[src/rtl/seg_scan_counter.sv]
// N-digit decimal up/down counter with clear/load and a time-multiplexed
// 7-segment driver (leading-zero blanking, per-digit dp, selectable polarity).

module seg_digit_lane (
  input  logic [3:0] bcd,
  input  logic       cin,
  input  logic       up,
  input  logic [3:0] ld_raw,
  output logic [3:0] nxt,
  output logic       cout,
  output logic [3:0] ld_val
);
  always_comb begin
    nxt  = bcd;
    cout = 1'b0;
    if (cin) begin
      if (up) begin
        if (bcd >= 4'd9) begin
          nxt  = 4'd0;
          cout = 1'b1;
        end else begin
          nxt = bcd + 4'd1;
        end
      end else begin
        if (bcd == 4'd0) begin
          nxt  = 4'd9;
          cout = 1'b1;
        end else begin
          nxt = bcd - 4'd1;
        end
      end
    end
  end

  // Non-decimal nibbles are stored as zero so the count stays valid BCD.
  assign ld_val = (ld_raw > 4'd9) ? 4'd0 : ld_raw;
endmodule

module seg_scan_counter #(
  parameter int DIGITS      = 4,
  parameter int TICK_DIV    = 50_000_000,
  parameter int SCAN_DIV    = 50_000,
  parameter int SEG_ACT_LOW = 1,
  parameter int COM_ACT_LOW = 1
) (
  input  logic                  sys_clk,
  input  logic                  sys_rst_n,
  input  logic                  cnt_en,
  input  logic                  cnt_up,
  input  logic                  cnt_clr,
  input  logic                  load_vld,
  input  logic [4*DIGITS-1:0]   load_bcd,
  input  logic                  lzb_en,
  input  logic [DIGITS-1:0]     dp_mask,
  output logic [4*DIGITS-1:0]   bcd_val,
  output logic                  wrap_pulse,
  output logic [DIGITS-1:0]     seg_com,
  output logic [7:0]            seg_out
);
  localparam int PW = $clog2(TICK_DIV);
  localparam int SW = $clog2(SCAN_DIV);
  localparam int IW = (DIGITS > 1) ? $clog2(DIGITS) : 1;
  localparam logic [DIGITS-1:0] COM_OFF = (COM_ACT_LOW != 0) ? {DIGITS{1'b1}} : {DIGITS{1'b0}};
  localparam logic [7:0]        SEG_OFF = (SEG_ACT_LOW != 0) ? 8'hFF : 8'h00;

  logic [DIGITS-1:0][3:0] bcd_q, bcd_nxt, ld_val, ld_raw;
  logic [DIGITS:0]        carry;
  logic [DIGITS:0]        zabove;
  logic [DIGITS-1:0]      blank_vec;
  logic [PW-1:0]          presc;
  logic                   tick;
  logic [SW-1:0]          scan_cnt;
  logic [IW-1:0]          scan_idx;

  assign ld_raw         = load_bcd;
  assign bcd_val        = bcd_q;
  assign carry[0]       = 1'b1;
  assign zabove[DIGITS] = 1'b1;

  // One lane per digit: carry/borrow ripples up, zero-run for blanking ripples down.
  for (genvar g = 0; g < DIGITS; g++) begin : g_lane
    seg_digit_lane u_lane (
      .bcd    (bcd_q[g]),
      .cin    (carry[g]),
      .up     (cnt_up),
      .ld_raw (ld_raw[g]),
      .nxt    (bcd_nxt[g]),
      .cout   (carry[g+1]),
      .ld_val (ld_val[g])
    );
    assign zabove[g]    = (bcd_q[g] == 4'd0) & zabove[g+1];
    assign blank_vec[g] = (g != 0) & lzb_en & zabove[g];
  end

  assign tick = cnt_en & (presc == PW'(TICK_DIV - 1));

  always_ff @(posedge sys_clk or negedge sys_rst_n) begin
    if (!sys_rst_n) begin
      bcd_q      <= '0;
      presc      <= '0;
      wrap_pulse <= 1'b0;
    end else begin
      wrap_pulse <= 1'b0;
      if (cnt_clr) begin
        bcd_q <= '0;
        presc <= '0;
      end else if (load_vld) begin
        bcd_q <= ld_val;
        presc <= '0;
      end else if (cnt_en) begin
        presc <= tick ? '0 : presc + PW'(1);
        if (tick) begin
          bcd_q      <= bcd_nxt;
          wrap_pulse <= carry[DIGITS];
        end
      end
    end
  end

  function automatic logic [6:0] font7(input logic [3:0] d);
    case (d)
      4'd0:    font7 = 7'h3F;
      4'd1:    font7 = 7'h06;
      4'd2:    font7 = 7'h5B;
      4'd3:    font7 = 7'h4F;
      4'd4:    font7 = 7'h66;
      4'd5:    font7 = 7'h6D;
      4'd6:    font7 = 7'h7D;
      4'd7:    font7 = 7'h07;
      4'd8:    font7 = 7'h7F;
      4'd9:    font7 = 7'h6F;
      default: font7 = 7'h00;
    endcase
  endfunction

  logic [3:0]        cur_digit;
  logic              cur_blank, cur_dp;
  logic [DIGITS-1:0] com_oh;
  logic [7:0]        seg_raw;

  always_comb begin
    cur_digit = 4'd0;
    cur_blank = 1'b0;
    cur_dp    = 1'b0;
    com_oh    = '0;
    for (int i = 0; i < DIGITS; i++) begin
      if (scan_idx == IW'(i)) begin
        cur_digit = bcd_q[i];
        cur_blank = blank_vec[i];
        cur_dp    = dp_mask[i];
        com_oh[i] = 1'b1;
      end
    end
    seg_raw = {cur_dp, cur_blank ? 7'h00 : font7(cur_digit)};
  end

  // Select and segments are registered together from the same index: no ghosting.
  always_ff @(posedge sys_clk or negedge sys_rst_n) begin
    if (!sys_rst_n) begin
      scan_cnt <= '0;
      scan_idx <= '0;
      seg_com  <= COM_OFF;
      seg_out  <= SEG_OFF;
    end else begin
      if (scan_cnt == SW'(SCAN_DIV - 1)) begin
        scan_cnt <= '0;
        scan_idx <= (scan_idx == IW'(DIGITS - 1)) ? '0 : scan_idx + IW'(1);
      end else begin
        scan_cnt <= scan_cnt + SW'(1);
      end
      seg_com <= com_oh ^ COM_OFF;
      seg_out <= seg_raw ^ SEG_OFF;
    end
  end
endmodule
[config.mk]
export PLATFORM = sky130hd
export DESIGN_NAME = seg_scan_counter
export DESIGN_NICKNAME = d
export VERILOG_FILES = /design/src/rtl/seg_scan_counter.sv
export SDC_FILE = /design/constraint.sdc
export NUM_CORES = 1
export LEC_CHECK = 0
export CAP_MARGIN = 15
export CORE_UTILIZATION = 61
export DETAILED_ROUTE_END_ITERATION = 16
export PLACE_DENSITY = 0.83
export REMOVE_ABC_BUFFERS = 1
export SLEW_MARGIN = 10
export SYNTH_ARGS = -nofsm -noshare
export SYNTH_HDL_FRONTEND = slang
export SYNTH_SLANG_ARGS = --single-unit
[constraint.sdc]
create_clock -name sys_clk -period 4.4 [get_ports sys_clk]
set_input_delay 0.66 -clock sys_clk [delete_from_list [all_inputs] [get_ports sys_clk]]
set_output_delay 0.66 -clock sys_clk [all_outputs]
set_load 0.005 [all_outputs]
Yosys cells after proc, flatten, opt, wreduce, memory -nomap -nowiden
Memory sizes are Yosys's and may differ from the RTL's.
Cells that the tools add are included.
{ "op_classes": {"n_addsub": 11, "multipliers": 0, "div_mod_pow": 0, "order_cmp": 8, "n_eq_ne": 5, "shifts": 0, "mux": 64, "bitwise_logic": 8, "n_reduce_logical": 14} }
{ "op_table": {"columns": ["cell", "n"], "rows": [
  ["$mux 26", 4],
  ["$mux 4", 23],
  ["$mux 16", 5],
  ["$mux 1", 30],
  ["$add 26x1->26 const B", 1],
  ["$eq 26x26->1 const B", 1],
  ["$add 16x1->16 const B", 1],
  ["$add 4x1->4 const B", 4],
  ["$eq 16x16->1 const B", 1],
  ["$ge 4x4->1 const B", 4],
  ["$gt 4x4->1 const B", 4],
  ["$logic_not 4->1", 4],
  ["$sub 4x1->4 const B", 4],
  ["$reduce_bool 3->1", 5],
  ["$reduce_and 3->1", 3],
  ["$not 8->8", 1],
  ["$mux 7", 1],
  ["$and 1x1->1", 6],
  ["$eq 2x2->1 const B", 2],
  ["$not 4->4", 1],
  ["$add 2x1->2 const B", 1],
  ["$eq 2x1->1 const B", 1],
  ["$logic_not 2->1", 1],
  ["$mux 2", 1],
  ["$reduce_and 2->1", 1]
]} }
{ "word_totals": {"register_bits": 73, "latch_bits": 0, "mem_bits_rw": 0, "rom_bits": 112, "out_inout_bits": 29, "wordCells": 121, "memories": 1} }
{ "mem_list": {"columns": ["memory", "words", "word_bits", "read_ports", "rd_clocked_by_memory_dff", "wr", "line", "text"], "rows": [
  ["(no name shown)", 16, 7, 1, 0, 0, "121", "case (d)"]
]} }

Longest topological paths before layout
Gate-level depths: netlist (run 1).
{ "logic_depth": {"word_depth": 10, "ltp_mapped": 11, "depth_no_buf": 10} }

Cells and area by module
A second synthesis (run 1) with hierarchy kept.
{ "unflattened": {"cells_unflattened": 566, "hier_area_um2": 5265.0} }
{ "modules_own_cells": {"columns": ["mod", "n_inst", "cells_per_inst", "area_per_inst_um2"], "rows": [
  ["seg_scan_counter", 1, 394, 3978.8],
  ["seg_digit_lane", 4, 43, 321.6]
]} }

Worst setup path after synthesis (run 1)
OpenSTA, ideal clock, no wires.
{ "synth_timing": {"path_type": "register to register", "start": "register presc[10]", "end": "register bcd_q, in the netlist bcd_val[13]", "setup_ns": 0.125, "arrival_ns": 2.194, "slack_ns": 2.082, "stages_incl_launch_ff": 7, "n_path_buf": 1, "synth_period_minus_slack_ns": 2.318, "path_cell_list": "dfrtp_1 -> buf_6 -> or4_4 -> nor4_4 -> nand3_2 -> o21ai_2 -> mux2_2"} }
{ "synth_via": {"elab_chain_cells": 4} }
{ "synth_rtl": {"columns": ["element", "line", "text"], "rows": [
  ["from (decl)", "70", "logic [PW-1:0] presc;"],
  ["from (signal assigned)", "111", "presc <= tick ? '0 : presc + PW'(1);"],
  ["$eq 26x26->1", "95", "assign tick = cnt_en & (presc == PW'(TICK_DIV - 1));"],
  ["$and 1x1->1", "95", null],
  ["$reduce_bool 3->1 (no line)", null, null],
  ["$reduce_and 3->1 (no line)", null, null],
  ["to (signal assigned)", "108", "bcd_q <= ld_val;"],
  ["to (signal assigned)", "113", "bcd_q <= bcd_nxt;"],
  ["to (decl)", "66", "logic [DIGITS-1:0][3:0] bcd_q, bcd_nxt, ld_val, ld_raw;"]
]} }
No other way between the ends.
A chain may end at the register's enable or synchronous reset.

Worst setup path after layout (run 1)
{ "layout_timing": {"start": "input port load_vld", "end": "register bcd_q, in the netlist bcd_val[15]"} }
{ "layout_via": {"elab_chain_cells": 2, "elab_cells_between_ends": 6, "classes_between": "mux: 2; reduce/logical: 4"} }
{ "layout_rtl": {"columns": ["element", "line", "text"], "rows": [
  ["from (decl)", "51", "input logic load_vld,"],
  ["$reduce_bool 3->1 (no line) / $mux 16 (equally long branches)", null, null],
  ["$reduce_and 3->1 (no line) / $mux 16 (equally long branches)", null, null]
]} }
Parallel ways exist; a longest one is shown, timed or not.

==> results of run 1 <==
==> per-layer routing <==
metal  share of wire, %  up-vias  track usage (%)
li1                   -     2066                -
met1                 45     2072             40.3
met2                 47      152             46.9
met3                6.5       21             6.14
met4                1.4        0             8.74
met5                  0        -                0
==> layout by cell type (no fill, tap or decap), types with 6 or more instances in the layout <==
cell,Yosys,layout
a211oi_1,7,7
a21oi_1,33,33
a31oi_1,8,8
and3_1,11,11
buf_4,0,6
clkbuf_8,0,9
clkdlybuf4s50_1,0,54
dfrtp_1,61,61
dfstp_2,12,12
ha_1,24,24
inv_1,27,27
nand2_1,39,39
nand2b_1,9,9
nand3_1,31,31
nand4_1,12,12
nor2_1,64,64
nor3_1,11,11
nor3b_1,7,7
nor4_1,9,9
o21ai_0,26,26
o31ai_1,6,6
xnor2_1,11,11
xor2_1,21,21
==> worst max-delay path: stages <==
cell             delay, ns
clkdlybuf4s50_1       0.74
buf_4                 0.29
nor2b_1               0.40
nand3_1               0.16
nand3_1               0.11
or3b_1                0.35
a32oi_1               0.18
==> cell usage after synthesis, drive strengths merged, types with 3 or more instances <==
cell	n
nor2	64
dfrtp	61
nand2	40
a21oi	33
nand3	32
o21ai	28
inv	27
ha	24
xor2	21
clkbuf	19
dfstp	12
nand4	12
and3	11
nor3	11
nor4	11
xnor2	11
nand2b	9
a31oi	8
a211oi	7
nor3b	7
o31ai	6
mux2	5
mux2i	5
nor2b	5
or3b	5
a21o	4
a311oi	4
nand3b	4
nor4b	4
a311o	3
and4	3
o211ai	3
or2	3
or3	3
or4	3
==> path summary, 6_finish.rpt <==
path,to,slack (ns),cells past startpoint
worst min-delay path,bcd_val[1]$_DFFE_PN0P_,0.39,1
worst max register to register,bcd_val[14]$_DFFE_PN0P_,1.76,5
worst min register to register,scan_cnt[0]$_DFF_PN0_,0.50,1
max in group asynchronous,seg_com[1]$_DFF_PN1_,2.99,2
min in group sys_clk,scan_cnt[0]$_DFF_PN0_,0.50,1
worst max-delay path,bcd_val[15]$_DFFE_PN0P_,1.75,7
==> cell type report <==
class / instances / area, um^2
fill: 563 / 1850
inverter: 27 / 101
sequential: 73 / 1840
clock inverter: 7 / 60.1
tap: 99 / 124
multi-input combinational: 420 / 2720
timing repair buffer: 61 / 591
clock buffer: 9 / 124
==> flip-flops by register name, indices dropped and copies added, names as in the netlist <==
name	count
bcd_val	16
presc	26
seg_com	4
scan_cnt	16
wrap_pulse	1
seg_out	8
scan_idx	2
==> power by group <==
| part | switching (mW) | internal [mW] | total (mW) | leakage [nW] |
|---|---|---|---|---|
| clock network | 0.289 | 0.214 | 0.504 | 0.0848 |
| registers | 0.0341 | 0.694 | 0.728 | 0.952 |
| logic | 0.126 | 0.123 | 0.250 | 1.24 |
| total | 0.450 | 1.03 | 1.48 | 2.28 |
==> through the flow <==
stage / power [mW] / hold WS (ns)
final: 1.48 / 0.392
after global routing: 1.54 / 0.454
after global placement: 0.980 / 0.468
after floorplan: 0.857 / 0.364
after detailed placement: 0.984 / 0.482
after CTS: 1.49 / 0.404
==> kinds of logic (layout without fill, tap and decap cells) <==
family	after synthesis	in the layout	share of synthesized area, %
flip-flops	73	73	38.8
buffers and inverters	48	104	3.98
AND/OR/NAND/NOR	232	232	25.9
AO/OA/AOI/OAI	122	122	16.9
XOR/XNOR	32	32	5.90
adder cells (fa/ha/maj)	24	24	6.32
multiplexers	10	10	2.24
==> summary.md, run 1 <==
| Metric | Value |
|---|---|
| Status | `completed` |
| Distinct cells, synth | `69` |
| Rel. slew slack | `a little under two fifths` |
| Worst-margin pin slew | `0.943 ns` |
| Worst Setup SP | `load_vld` |
| Vias per cell | `6.19` |
| Final Cycle Share | `between 60% and 70%` |
| Worst Clk Skew | `0.0111 ns` |
| Pwr Density | `266 nW/um^2` |
| Hold Crit Class | `in -> async` |
| GPL Wtd Cong | `between 0.9 and 1` |
| Io pins | `56` |
| Post-CTS Resized | `0` |
| Highest Clock Rate | `between 300 and 400 MHz` |
| CTS clock-pin slew for the worst setup and hold paths | `0.08 ns` |
| Setup violators final | `0` |
| Slew Viols, Final | `0` |
| Setup WS post-layout | `1.75 ns` |
| TritonRoute pass-1 iters | `5` |
| DR vias | `4311` |
| Final net count | `between 600 and 700` |
| Row count | `31` |
| Max cap viols | `0` |
| Die height | `roughly 90 um` |
| Post-CTS Setup Bufs | `0` |
| Root buf cell | `clkbuf_8` |
| Post-Syn Area | `4750 um^2` |
| Lkg Pwr | `2.28 nW` |
| WL final | `approximately 12000 um` |
| Place WS | `around 1.4 ns` |
| TritonCTS clock tree | `done` |
| Synth area leader | `dfrtp_1` |
| CP Capture Type | `flip-flop` |
| Sequential fraction of the synthesis area | `38.8%` |
| Largest net degree at the start of global routing | `40` |
| Die Area | `8150 um^2` |
| Final Non-Filler Cells | `696` |
| Design Area, Final | `5560 um^2` |
| Peak VDD IR | `between 0.2 and 0.3 mV` |
| Grt total ovfl | `0` |
| Initial antenna violation count | `0` |
| CTS Buf Count | `9` |
| Top post-synthesis cells by area | `dfrtp_1, dfstp_2, ha_1, nor2_1, xor2_1` |
| Skew-Pair Late Insertion Delay | `~0.35 ns` |
| Mapped Cells | `541` |
| Bufs on Longest Clock Path | `2` |
| Clock Sinks | `73` |
| Arrival @ worst endpoint | `2.91 ns` |
| Crit-path max FO | `17` |
| Main synth FF type | `dfrtp_1` |
| Post-DP HPWL | `8400 um` |
| Kind of start point of the critical path | `primary input` |
| Post-route core utilization | `75.1%` |
| Antenna Cells | `0` |
| Port buffer count | `55` |
| H-tree levels | `3` |
| Post-synth EDFFs | `0` |
| Async set or reset register ratio after synthesis | `100%` |
| GRT Util Overall | `29.4%` |
| Drt wl/cell | `between 15 and 20 um` |
| Placed insts | `680` |
| DRC | `0` |
| Worst r2r src | `presc[18]$_DFFE_PN0P_` |
| Synth warn | `0` |
| Fin Setup TNS | `0 ns` |
| CTS Hold Bufs | `0` |
| Vias in the first global route | `just over 4000` |
| Mapped Avg Cell Area | `just under 9 um^2` |
| Min Tclk post-route | `2.65 ns` |
| CP required | `4.66 ns` |
| Width of the die | `about 90 um` |
| Critical path type | `in -> reg` |
| Final ANT Viol Nets | `0` |
| RSZ-0062 raised after global routing | `no` |
| P&R area growth vs syn | `17.1%` |
| Initial Utilization | `64.1%` |
| Layout cells sized above 1 | `a little under a tenth` |
| First DRT Iteration DRCs | `233` |
| Final hold viol count | `0` |
| Placed inst area | `5380 um^2` |
| Yosys top cell area share | `roughly 32%` |
| First-pass GRT wire length | `19300 um` |
| Core Area | `7410 um^2` |
| #FFs+latches synth | `73` |
Note: power is estimated with default switching activity, not from simulation.
==> inputs of run 2 (changes only) <==
CORE_UTILIZATION = 57   (was 61)
PLACE_DENSITY = 0.78   (was 0.83)
clock period = 2.68 ns   (was 4.4 ns; I/O delays follow)
==> run 2 against run 1 <==
Effect of this change:
- sequential power up 63%
- sequential share of layout area down 0.87 points
- wire length up 4.5%
- clock power up 71%
==> summary.md, run 2 (synthesis gave the netlist of run 1 again) <==
| Metric | Value |
|---|---|
| Post-CTS Resized | `0 (unchanged)` |
| Highest Clock Rate | `403 MHz` |
| Initial antenna violation count | `0 (unchanged)` |
| Status | `completed (unchanged)` |
| RSZ-0062 raised after global routing | `no (unchanged)` |
| Width of the die | `93.3 um (was 90.3 um)` |
| Skew-Pair Late Insertion Delay | `0.35 ns (about the same)` |
| Rel. slew slack | `39.8% (was 37.2%)` |
| H-tree levels | `3 (unchanged)` |
| Antenna Cells | `0 (unchanged)` |
| Bufs on Longest Clock Path | `2 (unchanged)` |
| Kind of start point of the critical path | `flip-flop (was primary input)` |
| Design Power | `2.49 mW (was 1.48 mW)` |
| GRT Util Overall | `29.6% (was 29.4%)` |
| Largest register FFs | `26 (unchanged)` |
| Pwr Density | `437 nW/um^2 (was 266 nW/um^2)` |
| Setup violators final | `0 (unchanged)` |
| Commonest non-fill, non-tap cell in the layout | `nor2_1 (unchanged)` |
| Min Tclk post-route | `2.48 ns` |
| Slew Viols, Final | `0 (unchanged)` |
| Share of power burned in combinational logic | `17.9% (was 16.9%)` |
| Placed inst area | `5520 um^2 (was 5380 um^2)` |
| First-pass GRT wire length | `20300 um (was 19300 um)` |
| CP Capture Type | `flip-flop (unchanged)` |
| RR Endpoint | `bcd_val[9]$_DFFE_PN0P_ (was bcd_val[14]$_DFFE_PN0P_)` |
| Final Cycle Share | `92.7%` |
| Core Area | `7890 um^2 (was 7410 um^2)` |
| Layout cells sized above 1 | `11.4% (was 9.38%)` |
| Final net count | `660 (was 643)` |
| CTS Buf Count | `9 (unchanged)` |
| Post-route core utilization | `72.4% (was 75.1%)` |
| Post-CTS Setup Bufs | `0 (unchanged)` |
| Worst r2r src | `bcd_val[4]$_DFFE_PN0P_ (was presc[18]$_DFFE_PN0P_)` |
| First DRT Iteration DRCs | `342 (was 233)` |
| Arrival @ worst endpoint | `2.72 ns (was 2.91 ns)` |
| GPL Wtd Cong | `0.976 (was 0.911)` |
| Clock Sinks | `73 (unchanged)` |
| Most frequent cells in the layout | `nor2_1, dfrtp_1, clkdlybuf4s50_1 (unchanged)` |
| Hold Crit Class | `in -> async (unchanged)` |
| Row count | `32 (was 31)` |
| CTS clock-pin slew for the worst setup and hold paths | `0.08 ns (about the same)` |
| Critical path type | `reg -> reg (was in -> reg)` |
| Final hold viol count | `0 (unchanged)` |
| Die height | `93.3 um (was 90.3 um)` |
| DRC | `0 (unchanged)` |
| TritonCTS clock tree | `done (unchanged)` |
| Top reg by flops | `presc (unchanged)` |
| CP required | `2.92 ns (was 4.66 ns)` |
| Fin Setup TNS | `0 ns (unchanged)` |
| Final ANT Viol Nets | `0 (unchanged)` |
| Initial Utilization | `60.2% (was 64.1%)` |
| Grt total ovfl | `0 (unchanged)` |
| R2R depth | `7 (was 5)` |
| Crit-path max FO | `6 (was 17)` |
| Sw power | `701 uW (was 450 uW)` |
| Internal power | `1.79 mW (was 1.03 mW)` |
| TritonRoute pass-1 iters | `5 (unchanged)` |
| Place WS | `0.225 ns (was 1.43 ns)` |
| Drt wl/cell | `16.9 um (was 16.7 um)` |
| Setup WS post-layout | `0.196 ns (was 1.75 ns)` |
| Peak VDD IR | `0.385 mV (was 0.254 mV)` |
| Io pins | `56 (unchanged)` |
| Die Area | `8700 um^2 (was 8150 um^2)` |
| Sequential share of power | `47.5% (was 49.1%)` |
| Max cap viols | `0 (unchanged)` |
| Vias in the first global route | `4186 (was 4120)` |
| Largest net degree at the start of global routing | `51 (was 40)` |
| R2R setup slack | `0.20 ns (was 1.76 ns)` |
| CTS Hold Bufs | `0 (unchanged)` |
| Design Area, Final | `5710 um^2 (was 5560 um^2)` |
| Worst Clk Skew | `0.00837 ns (was 0.0111 ns)` |
| Worst-margin pin slew | `0.902 ns (was 0.943 ns)` |
| Lkg Pwr | `2.37 nW (was 2.28 nW)` |
| Root buf cell | `clkbuf_8 (unchanged)` |
| WL final | `12100 um (was 11600 um)` |
| Post-DP HPWL | `8660 um (was 8400 um)` |
| DR vias | `4421 (was 4311)` |
| Vias per cell | `6.17 (was 6.19)` |
| Net Sw Frac | `28.1% (was 30.4%)` |
| Clock power frac | `34.6% (was 34.0%)` |
| Port buffer count | `55 (unchanged)` |
| P&R area growth vs syn | `20.2% (was 17.1%)` |
==> run 2: final cells by class <==
cell class	instances	area, um^2
multi-input cells	420	2720
fillers	620	2180
flip-flops and latches	73	1840
repair buffers	78	731
clock buffers	12	135
well taps	102	128
inverters	27	101
clock inverters	4	55.1
==> run 2: metal layers <==
metal  up-vias  track usage, %  part of all wire (%)
li1       2099               -                     -
met1      2122            42.0                    46
met2       177            46.1                    46
met3        23            5.93                   7.0
met4         0            8.46                   1.5
met5         -               0                     0
==> run 2: power by group through the flow <==
stage	registers [mW]	logic, mW	clock network, mW
2_1_floorplan	1.20	0.208	0
3_3_place_gp	1.20	0.429	0
3_5_place_dp	1.20	0.438	0
4_1_cts	1.18	0.442	0.876
5_1_grt	1.19	0.491	0.927
6_report	1.19	0.446	0.863
==> run 2: through the flow <==
stage,hold slack (ns),std cells
final,0.0378,716
after global routing,0.0767,716
after CTS,0.0465,716
after detailed placement,0.423,700
after global placement,0.436,700
after floorplan,0.106,520
==> run 2: worst max-delay path, stage by stage, from the launching register on <==
cell,delay [ns]
dfrtp_1,0.42
inv_1,0.10
ha_1,0.26
or3b_2,0.48
and3_1,0.25
o2111ai_1,0.37
nand2_1,0.19
mux2_2,0.30
==> run 2: worst max path at each step <==
stage / slack, ns / end / start
3_3_place_gp: 0.32 / presc[18]$_DFFE_PN0P_ / load_vld
6_report: 0.20 / bcd_val[9]$_DFFE_PN0P_ / bcd_val[4]$_DFFE_PN0P_
5_1_grt: 0.04 / bcd_val[6]$_DFFE_PN0P_ / bcd_val[0]$_DFFE_PN0P_
3_5_place_dp: 0.22 / bcd_val[6]$_DFFE_PN0P_ / bcd_val[0]$_DFFE_PN0P_
2_1_floorplan: 0.36 / bcd_val[13]$_DFFE_PN0P_ / presc[18]$_DFFE_PN0P_
4_1_cts: 0.23 / seg_out[3]$_DFF_PN1_ / scan_idx[0]$_DFFE_PN0N_
==> inputs of run 3 (changes only) <==
CORE_UTILIZATION = 39   (was 57)
CTS_CLUSTER_SIZE = 30   (was unset)
PLACE_DENSITY = 0.56   (was 0.78)
==> run 3 against run 2 <==
Effect of this change:
- sequential power hardly changed
- worst setup slack worse by 0.033 ns
- count of clock-buffer cells in the layout is 1 lower
- die area is 45% higher
- first-iteration DRC count is 0.58% lower
- wire length is 6.4% higher
- critical path type unchanged
- highest routed layer unchanged
==> summary.md, run 3 (synthesis gave the netlist of run 1 again) <==
| Metric | Value |
|---|---|
| Status | `completed (unchanged)` |
| DR vias | `4350 (was 4421)` |
| Min Tclk post-route | `2.52 ns (was 2.48 ns)` |
| GPL Wtd Cong | `0.858 (was 0.976)` |
| TritonRoute pass-1 iters | `5 (unchanged)` |
| Setup violators final | `0 (unchanged)` |
| Final net count | `666 (was 660)` |
| CP Capture Type | `flip-flop (unchanged)` |
| R2R setup slack | `0.16 ns (was 0.20 ns)` |
| Largest net degree at the start of global routing | `74 (was 51)` |
| Final ANT Viol Nets | `0 (unchanged)` |
| Bufs on Longest Clock Path | `2 (unchanged)` |
| Post-CTS Resized | `0 (unchanged)` |
| Row count | `39 (was 32)` |
| Largest register FFs | `26 (unchanged)` |
| Antenna Cells | `0 (unchanged)` |
| Io pins | `56 (unchanged)` |
| Crit-path max FO | `8 (was 6)` |
| Critical path type | `reg -> reg (unchanged)` |
| Initial Utilization | `40.7% (was 60.2%)` |
| Design Power | `2.88 mW (was 2.49 mW)` |
| R2R depth | `7 (unchanged)` |
| TritonCTS clock tree | `done (unchanged)` |
| Slew Viols, Final | `0 (unchanged)` |
| Placed insts | `747 (was 700)` |
| CTS Buf Count | `9 (unchanged)` |
| Post-DP HPWL | `9420 um (was 8660 um)` |
| Grt met2 use | `38.5% (was 46.1%)` |
| Met1 Use GR | `26.5% (was 42.0%)` |
| Met3 usage | `5.51% (was 5.93%)` |
| Worst Clk Skew | `0.00554 ns (was 0.00837 ns)` |
| CP required | `2.86 ns (was 2.92 ns)` |
| Number of fillers in the final layout | `1108 (was 620)` |
| Final Non-Filler Cells | `763 (was 716)` |
| RSZ-0062 raised after global routing | `no (unchanged)` |
| Most frequent cells in the layout | `nor2_1, dfrtp_1, clkdlybuf4s50_1 (unchanged)` |
| CTS clock-pin slew for the worst setup and hold paths | `0.06 ns (was 0.08 ns)` |
| Vias per cell | `5.70 (was 6.17)` |
| Final hold viol count | `0 (unchanged)` |
| WL final | `12900 um (was 12100 um)` |
| Layout cells sized above 1 | `13.1% (was 11.4%)` |
| Commonest non-fill, non-tap cell in the layout | `nor2_1 (unchanged)` |
| Initial antenna violation count | `0 (unchanged)` |
| Lkg Pwr | `2.46 nW (was 2.37 nW)` |
| Fin Setup TNS | `0 ns (unchanged)` |
| H-tree levels | `3 (unchanged)` |
| Final Cycle Share | `94.0% (was 92.7%)` |
| Worst-margin pin slew | `0.948 ns (was 0.902 ns)` |
| P&R area growth vs syn | `24.6% (was 20.2%)` |
| Arrival @ worst endpoint | `2.70 ns (was 2.72 ns)` |
| Peak VDD IR | `0.251 mV (was 0.385 mV)` |
| First-pass GRT wire length | `21900 um (was 20300 um)` |
| Place WS | `0.196 ns (was 0.225 ns)` |
| Kind of start point of the critical path | `flip-flop (unchanged)` |
| DRC | `0 (unchanged)` |
| Grt total ovfl | `0 (unchanged)` |
| Vias in the first global route | `4383 (was 4186)` |
| GRT Util Overall | `22.1% (was 29.6%)` |
| Highest Clock Rate | `397 MHz (was 403 MHz)` |
| Root buf cell | `clkbuf_16 (was clkbuf_8)` |
| Placed inst area | `5610 um^2 (was 5520 um^2)` |
| Skew-Pair Late Insertion Delay | `0.34 ns (was 0.35 ns)` |
| Pwr Density | `486 nW/um^2 (was 437 nW/um^2)` |
| Clock Sinks | `73 (unchanged)` |
| Design Area, Final | `5920 um^2 (was 5710 um^2)` |
| Port buffer count | `55 (unchanged)` |
| Die Area | `12600 um^2 (was 8700 um^2)` |
| First DRT Iteration DRCs | `340 (was 342)` |
| Setup WS post-layout | `0.162 ns (was 0.196 ns)` |
| Post-CTS Setup Bufs | `0 (unchanged)` |
| CTS Hold Bufs | `0 (unchanged)` |
| GRT busiest layer | `met2 (unchanged)` |
| Max cap viols | `0 (unchanged)` |
| Core Area | `11700 um^2 (was 7890 um^2)` |
| Hold Crit Class | `in -> async (unchanged)` |
| Top reg by flops | `presc (unchanged)` |
| Rel. slew slack | `36.8% (was 39.8%)` |
| Die height | `112 um (was 93.3 um)` |
| Width of the die | `112 um (was 93.3 um)` |
| Drt wl/cell | `16.9 um (about the same)` |
[run 3: power breakdown]
group / internal [mW] / leakage, nW / switching, mW
clock: 0.768 / 0.155 / 0.476
combinational: 0.219 / 1.36 / 0.229
sequential: 1.14 / 0.952 / 0.0433
[run 3: worst paths after layout]
kind                                        start                 endpoint
setup reg to reg           bcd_val[0]$_DFFE_PN0P_   bcd_val[6]$_DFFE_PN0P_
max in group asynchronous               sys_rst_n  scan_idx[0]$_DFFE_PN0N_
setup / recovery           bcd_val[0]$_DFFE_PN0P_   bcd_val[6]$_DFFE_PN0P_
hold / removal                          sys_rst_n    presc[21]$_DFFE_PN0P_
hold reg to reg             scan_cnt[0]$_DFF_PN0_    scan_cnt[0]$_DFF_PN0_
min in group sys_clk        scan_cnt[0]$_DFF_PN0_    scan_cnt[0]$_DFF_PN0_
[run 3: worst max-delay path, stage by stage, from the launching register on]
cell and delay [ns]:
dfrtp_1 0.47, inv_1 0.14, ha_1 0.25, or3b_2 0.50, a31o_2 0.30, nand3_2 0.16
a211oi_1 0.06, a2111oi_0 0.47
[run 3: final cells by class]
class                   count  area, um^2  area share, %
clock inverters             5        53.8          0.909
flip-flops and latches     73        1840           31.1
well taps                 143         179           3.02
inverters                  27         101           1.71
clock buffers              11         253           4.27
repair buffers             84         766           12.9
multi-input cells         420        2730           46.0
[run 3: per-stage QoR]
stage	hold slack [ns]	utilization [%]
CTS	0.249	50.7
floorplan	0.106	-
global route	0.289	50.8
detailed placement	0.485	48.1
global placement	0.475	48.1
finish	0.200	50.8
[run 3: layer usage]
| layer | part of all wire [%] | wire length (um) |
|---|---|---|
| met1 | 43 | 5550 |
| met2 | 51 | 6580 |
| met5 | 0 | 0 |
| met4 | 1.9 | 244 |
| met3 | 4.1 | 523 |
